===== config.mk =====
export PLATFORM = sky130hd
export DESIGN_NAME = fetch_unit
export DESIGN_NICKNAME = d
export VERILOG_FILES = /design/src/rtl/fetch_unit.sv
export SDC_FILE = /design/constraint.sdc
export NUM_CORES = 1
export LEC_CHECK = 0
export CAP_MARGIN = 10
export CORE_UTILIZATION = 58
export CTS_BUF_LIST = sky130_fd_sc_hd__clkbuf_4
export CTS_CLUSTER_DIAMETER = 50
export DETAILED_ROUTE_END_ITERATION = 6
export PLACE_DENSITY = 0.83
export SLEW_MARGIN = 20
export SYNTH_ARGS = -nofsm -noshare
export SYNTH_HDL_FRONTEND = slang
export SYNTH_SLANG_ARGS = --single-unit

===== constraint.sdc =====
create_clock -name clk -period 3.99 [get_ports clk]
set_input_delay 0.399 -clock clk [delete_from_list [all_inputs] [get_ports clk]]
set_output_delay 0.399 -clock clk [all_outputs]
set_load 0.01 [all_outputs]

===== src/rtl/fetch_unit.sv =====
// fetch_unit
// Instruction fetch front end. Owns the program counter, drives byte
// addresses to a memory with a one-cycle registered read, and captures the
// returned words into a small FIFO for the decoder. A credit check
// (queued + in-flight - leaving < DEPTH) gates every issue, so a returning
// word always has a free slot and nothing is dropped under back-pressure.
//
// Ports:
//   clk, rst        clock, asynchronous active-high reset
//   imem_addr       byte address to instruction memory (registered PC)
//   imem_instr      read data, valid one cycle after its address
//   redirect_valid  load redirect_pc and flush everything in flight
//   redirect_pc     redirect target
//   out_valid       FIFO head valid
//   out_ready       decoder accepts the head
//   out_instr       head instruction word (0 when out_valid is low)
//   out_pc          byte address of the head (0 when out_valid is low)
//   out_fault       head was fetched from an illegal address
//   halted          fetch stopped after issuing an illegal address;
//                   this is also the run-state debug view
//
// Handshake: a head entry moves to the decoder on a rising edge where
// out_valid and out_ready are both high; out_valid never depends on
// out_ready, and a redirect in the same cycle cancels that transfer.
module fetch_unit #(
   parameter logic [31:0] RESET_PC   = 32'h0000_0000,
   parameter int          IMEM_BYTES = 1024,
   parameter int          DEPTH      = 4
) (
   input  logic        clk,
   input  logic        rst,
   output logic [31:0] imem_addr,
   input  logic [31:0] imem_instr,
   input  logic        redirect_valid,
   input  logic [31:0] redirect_pc,
   output logic        out_valid,
   input  logic        out_ready,
   output logic [31:0] out_instr,
   output logic [31:0] out_pc,
   output logic        out_fault,
   output logic        halted
);

   localparam int          PW      = $clog2(DEPTH);
   localparam int          CW      = $clog2(DEPTH + 1);
   localparam logic [31:0] LAST_OK = 32'(IMEM_BYTES - 4);
   localparam logic [31:0] NOP     = 32'h0000_0013;
   localparam logic [CW:0] LIMIT   = (CW + 1)'(DEPTH);

   localparam logic [0:0] ST_RUN  = 1'b0;
   localparam logic [0:0] ST_HALT = 1'b1;

   logic [31:0]   r_pc;
   logic          r_fly_v;
   logic [31:0]   r_fly_pc;
   logic          r_fly_fault;
   logic [0:0]    r_state;
   logic [CW-1:0] r_count;
   logic [PW-1:0] r_wr_ptr;
   logic [PW-1:0] r_rd_ptr;

   logic [31:0] r_mem_instr [DEPTH];
   logic [31:0] r_mem_pc    [DEPTH];
   logic        r_mem_fault [DEPTH];

   logic        w_out_valid;
   logic        w_deq;
   logic        w_pc_bad;
   logic [CW:0] w_credit;
   logic [CW:0] w_limit;
   logic        w_issue;

   function automatic logic bad_addr(input logic [31:0] a);
      return (a[1:0] != 2'b00) || (a > LAST_OK);
   endfunction

   assign w_out_valid = (r_count != '0);
   assign w_deq       = w_out_valid & out_ready;
   assign w_pc_bad    = bad_addr(r_pc);

   // count + fly_v - deq < DEPTH, rearranged to avoid an unsigned underflow.
   assign w_credit = {1'b0, r_count} + {{CW{1'b0}}, r_fly_v};
   assign w_limit  = LIMIT + {{CW{1'b0}}, w_deq};
   assign w_issue  = (r_state == ST_RUN) & ~redirect_valid & (w_credit < w_limit);

   always_ff @(posedge clk or posedge rst) begin
      if (rst) begin
         r_pc        <= RESET_PC;
         r_fly_v     <= 1'b0;
         r_fly_pc    <= '0;
         r_fly_fault <= 1'b0;
         r_state     <= ST_RUN;
         r_count     <= '0;
         r_wr_ptr    <= '0;
         r_rd_ptr    <= '0;
      end else if (redirect_valid) begin
         // Redirect wins over issue, write and dequeue this cycle.
         r_pc     <= redirect_pc;
         r_state  <= ST_RUN;
         r_fly_v  <= 1'b0;
         r_count  <= '0;
         r_wr_ptr <= '0;
         r_rd_ptr <= '0;
      end else begin
         if (w_issue) begin
            r_fly_v     <= 1'b1;
            r_fly_pc    <= r_pc;
            r_fly_fault <= w_pc_bad;
            r_pc        <= r_pc + 32'd4;
            if (w_pc_bad) begin
               r_state <= ST_HALT;
            end
         end else begin
            r_fly_v <= 1'b0;
         end
         if (r_fly_v) begin
            r_wr_ptr <= r_wr_ptr + PW'(1);
         end
         if (w_deq) begin
            r_rd_ptr <= r_rd_ptr + PW'(1);
         end
         case ({r_fly_v, w_deq})
            2'b10:   r_count <= r_count + CW'(1);
            2'b01:   r_count <= r_count - CW'(1);
            default: r_count <= r_count;
         endcase
      end
   end

   // Storage needs no reset: every read is qualified by r_count.
   always_ff @(posedge clk) begin
      if (!rst && !redirect_valid && r_fly_v) begin
         r_mem_instr[r_wr_ptr] <= r_fly_fault ? NOP : imem_instr;
         r_mem_pc[r_wr_ptr]    <= r_fly_pc;
         r_mem_fault[r_wr_ptr] <= r_fly_fault;
      end
   end

   assign imem_addr = r_pc;
   assign out_valid = w_out_valid;
   assign out_instr = w_out_valid ? r_mem_instr[r_rd_ptr] : 32'h0;
   assign out_pc    = w_out_valid ? r_mem_pc[r_rd_ptr]    : 32'h0;
   assign out_fault = w_out_valid ? r_mem_fault[r_rd_ptr] : 1'b0;
   assign halted    = (r_state == ST_HALT);

endmodule


==> After elaboration in Yosys (flattened, before gate mapping) <==
Memory sizes are Yosys's and may differ from the RTL's.
Cells that the tools add are included.
{ "classes": {"addsub": 7, "order_cmp": 2, "n_reduce_logical": 14, "muxes": 19, "eq_ne": 2, "bitwise": 5} }
{ "ops": {"columns": ["op", "n"], "rows": [
  ["32-bit 2-to-1 mux", 5],
  ["32-bit by 3-bit adder with 32-bit output, second input constant", 1],
  ["32-bit by 10-bit greater-than comparator with 1-bit output, second input constant", 1],
  ["2-bit nonzero test", 5],
  ["1-bit 2-to-1 mux", 8],
  ["2-bit 2-to-1 mux", 4],
  ["3-bit one-hot mux with 2 select lines", 1],
  ["3-bit nonzero test", 2],
  ["2-bit by 1-bit adder with 2-bit output, second input constant", 2],
  ["3-bit by 1-bit adder with 4-bit output", 1],
  ["3-bit by 1-bit adder with 4-bit output, first input constant", 1],
  ["4-bit less-than comparator", 1],
  ["2-bit AND reduction", 2],
  ["3-bit by 1-bit adder with 3-bit output, second input constant", 1],
  ["1-bit bitwise AND", 3],
  ["3-bit 2-to-1 mux", 1],
  ["3-bit by 1-bit subtractor with 3-bit output, second input constant", 1],
  ["2-bit by 1-bit == test with 1-bit output, second input constant", 1],
  ["2-bit == test, second input constant", 1],
  ["1-bit logical AND", 2],
  ["1-bit zero test", 2],
  ["1-bit NOT", 2],
  ["1-bit logical OR", 1]
]} }
{ "word_totals": {"ram_bits": 260, "out_inout_bits": 99, "n_memories": 3, "inputBits": 68, "register_bits": 74} }
{ "mem_list": {"columns": ["name", "words", "word_bits", "rd", "rd_ports_with_merged_regs", "wr", "line_no", "rtl"], "rows": [
  ["r_mem_instr", 4, 32, 1, 0, 1, "62", "logic [31:0] r_mem_instr [DEPTH];"],
  ["r_mem_pc", 4, 32, 1, 0, 1, "63", "logic [31:0] r_mem_pc [DEPTH];"],
  ["r_mem_fault", 4, 1, 1, 0, 1, "64", "logic r_mem_fault [DEPTH];"]
]} }

==> Longest topological paths before layout <==
{ "depth": {"depth_word": 7, "ltp_mapped": 9, "depth_no_buf": 7} }

==> Worst setup path before layout <==
No wires, ideal clock.
{ "synth_path": {"path_type": "input to register", "start": "input port rst", "end": "memory r_mem_fault[0] (enable)", "path_buffers": 0, "stages": 3, "required_ps": 3560, "setup_time_ps": 430, "slack_ps": -306, "arrival_time_ps": 3865, "path_cell_list": "inv_1 > and3_1 > and2_1"} }
{ "synth_via": {"elab_chain_cells": 5} }
{ "synth_lines": {"columns": ["element", "line_no", "rtl"], "rows": [
  ["start: declaration", "31", "input logic rst,"],
  ["1-bit zero test", "132", "if (!rst && !redirect_valid && r_fly_v) begin"],
  ["1-bit logical AND (2 in series)", "132", null],
  ["1-bit 2-to-1 mux", "132", null],
  ["1-bit 2-to-1 mux (implied by the code)", "135", "r_mem_fault[r_wr_ptr] <= r_fly_fault;"],
  ["end: declaration", "64", null]
]} }
Every way passes these cells.

==> Worst setup path in the final report <==
{ "layout_path": {"start": "register r_rd_ptr[0]", "end": "output port out_pc[23]"} }
{ "layout_via": {"elab_chain_cells": 2} }
{ "layout_lines": {"columns": ["element", "line_no", "rtl"], "rows": [
  ["start: declaration", "60", "logic [PW-1:0] r_rd_ptr;"],
  ["start signal: assignment", "120", "r_rd_ptr <= r_rd_ptr + PW'(1);"],
  ["memory read 4 x 32 bit", null, null],
  ["32-bit 2-to-1 mux", "142", "assign out_pc = w_out_valid ? r_mem_pc[r_rd_ptr] : 32'h0;"],
  ["end: declaration", "39", "output logic [31:0] out_pc,"]
]} }
Every way passes these cells.

==> results_dict.tcl <==
set metrics [dict create \
    min_period_ns 3.42 \
    slowest_stage "dfrtp_4" \
    synth_cell_types 45 \
    drt-initial-drc-count 516 \
    avgSynthCellArea_sq_um 17.6 \
    place_ws_ns 1.17 \
    start_util_pct 59.8 \
    drt-pass1-iter-count 4 \
    cp.depth 4 \
    yosys_warnings 0 \
    worstMarginPinSlew_ns 1.03 \
    arrival_ns 3.02 \
    crit_chain "buf_4 -> mux4_2 -> and2_1 -> clkdlybuf4s50_1" \
    wl_per_cell_um 19.8 \
    drc 0 \
    cts_hold_buf 0 \
    maxCapViolations 0 \
    ys_ff_latch 334 \
    peakVddDrop_mv 0.393 \
    worst-r2r-cell-count 6 \
    r2r_setup_slack_ns 1.29 \
    cts_resized 0 \
    chipHeight_um 156 \
    grt_overflow_total 0 \
    grt_pass1_vias 8424 \
    post-route-period-util_pct 85.7 \
    hold_class "input port to flip-flop" \
    clock_path_buffers 3 \
    fp.dieArea_sq_um 24200 \
    globalplace.congestion 0.806 \
    slew_violations 0 \
    rsz0062_at_grt "false" \
    skew_ns 0.0416 \
    power.density_nw_per_um2 620 \
    crit_family "flip-flops" \
    synth_seq_area_share_pct 70.5 \
    place_hpwl_um 15800 \
    synth_edf_count 260 \
    critPathKind "flip-flop to output port" \
    ys.flop_type "edfxtp_1" \
    synthTopCellsByCount "260 x edfxtp_1, 74 x dfrtp_1, 72 x and2_1" \
    die_w_um 156 \
    vias 7677 \
    core_sq_um 22900 \
    async_reset_ff_share_pct 22.2 \
    fillers 1416 \
    fmax_mhz 292 \
    antenna_found_initial 1 \
    io_buffers 166 \
    cp.required_ns 3.59 \
    critical_path_buf_inv_count 2 \
    synthCells 779 \
    finalPower_w 0.0104 \
    clkLatencyLatePin_ns 0.69 \
    area_delta_synth_final_pct 22.4 \
    fin_nets 1075 \
    syn_nets 855 \
    cts_setup_buffers 0 \
    clkSinkCount 334 \
    cts_tree "yes" \
    synth_top_area_share_pct 57.0 \
    vias_per_cell 5.57 \
    setup_tns_ns 0 \
    finalSetupViolCount 0 \
    relSlewSlack_pct 31.0 \
    crit_path_end "out_pc[23]" \
    antenna_left 0 \
    clkTransAtPathRegs_ns 0.07 \
    wl_um 27300 \
    cp-startpoint "r_rd_ptr[0]" \
    grt_max_degree 75 \
    grt_pass1_wl_um 43800 \
    cts-htree-levels 3 \
    cp-start-kind "flip-flop" \
    cts_buffers 84 \
    fin_ws_ns 0.570 \
    p_leak_nw 5.74 \
    cp-end-kind "output port" \
    cp_max_fo 30 \
    reg2reg_from "r_fly_v" \
    final_hold_viol_count 0 \
    fp-row-count 55 \
    num_io_pins 167 \
    yosys-top-cells-area "edfxtp_1 57%, dfrtp_1 14%, mux4_2 11%" \
    status "complete, no violations" \
    r2r_end "r_fly_pc[26]" \
    grtUsageTotal_pct 24.0 \
    yosysTopAreaCell "edfxtp_1" \
    syn-cell-area_sq_um 13700 \
    slowest_delay_ns 0.87 \
    yosysMostFrequentCell "edfxtp_1" \
    drive_gt1_share_pct 26.2 \
    root_buffer "clkbuf_4" \
]
-- per-stage QoR --
step | area (sq um) | util (%) | hold slack [ns] | std cells
after global routing | 16800 | 73.2 | 0.199 | 1377
final | 16800 | 73.2 | 0.171 | 1378
after floorplan | 13700 | - | 0.469 | 779
after CTS | 16800 | 73.2 | 0.155 | 1377
after global placement | 15700 | 68.5 | 0.490 | 1226
after detailed placement | 15700 | 68.5 | 0.502 | 1226
-- worst min-delay path, cell delays in order --
cell and delay [ns]:
buf_2 0.09, inv_1 0.15, a31oi_1 0.16
-- per-layer routing --
metal / routed length (um) / vias to the layer above / GRT usage, %
li1: - / 3496 / -
met1: 11400 / 3865 / 31.1
met2: 13500 / 274 / 39.0
met3: 1960 / 42 / 7.17
met4: 426 / 0 / 8.26
met5: 0 / - / 0
-- cells in the final DEF, fill, tap and decap left out, types with 12 or more instances in the layout --
cell type,instances
and2_1,68
clkbuf_4,131
clkdlybuf4s50_1,165
clkinv_1,13
dfrtp_1,72
edfxtp_1,260
mux2_2,39
mux4_2,65
nand2_1,31
nor2_1,12
nor2b_1,29
nor4_1,15
o21ai_1,14
xnor2_1,21
xor2_1,12
-- flip-flops by register name (all words and copies together), names as in the netlist --
register / cells
r_count: 3
r_mem_pc: 128
r_fly_v: 1
halted: 1
r_wr_ptr: 2
r_mem_instr: 128
r_mem_fault: 4
r_rd_ptr: 2
r_fly_pc: 32
imem_addr: 32
r_fly_fault: 1
-- cell type report --
cell class	count	area (sq um)	area share [%]
sequential	334	9670	57.6
multi-input combinational	395	3850	22.9
timing repair buffer	178	1770	10.6
clock buffer	131	983	5.86
tap	313	392	2.33
clock inverter	20	82.6	0.492
inverter	6	26.3	0.157
antenna	1	2.50	0.0149
-- how the worst min path moves through the flow --
stage,startpoint,end,slack [ns],depth (start not counted)
after floorplan,r_fly_pc[8],r_mem_pc[0][8],0.47,0
after global placement,r_fly_pc[17],r_mem_pc[3][17],0.49,0
after detailed placement,r_fly_pc[26],r_mem_pc[1][26],0.50,0
after CTS,redirect_valid,imem_addr[19],0.15,3
after global routing,redirect_valid,imem_addr[19],0.20,3
final,redirect_valid,imem_addr[19],0.17,3
-- cell families after synthesis --
family	after synthesis	share of synthesized area [%]
DFF	334	70.5
and+or+nand+nor	214	9.52
muxes	108	14.2
buffers and inverters	50	1.54
xor gates and xnor gates	33	2.11
AOI/OAI and AO/OA	32	1.37
adders and majority gates	8	0.785
-- power by group --
part | total, W | switching (W) | leakage (nW) | internal [W]
Combinational | 0.00290 | 0.00120 | 1.84 | 0.00170
Clock | 0.00278 | 0.00129 | 0.648 | 0.00149
Sequential | 0.00472 | 0.000472 | 3.25 | 0.00425
Total | 0.0104 | 0.00297 | 5.74 | 0.00744
Power figures use the tool's default switching activity.
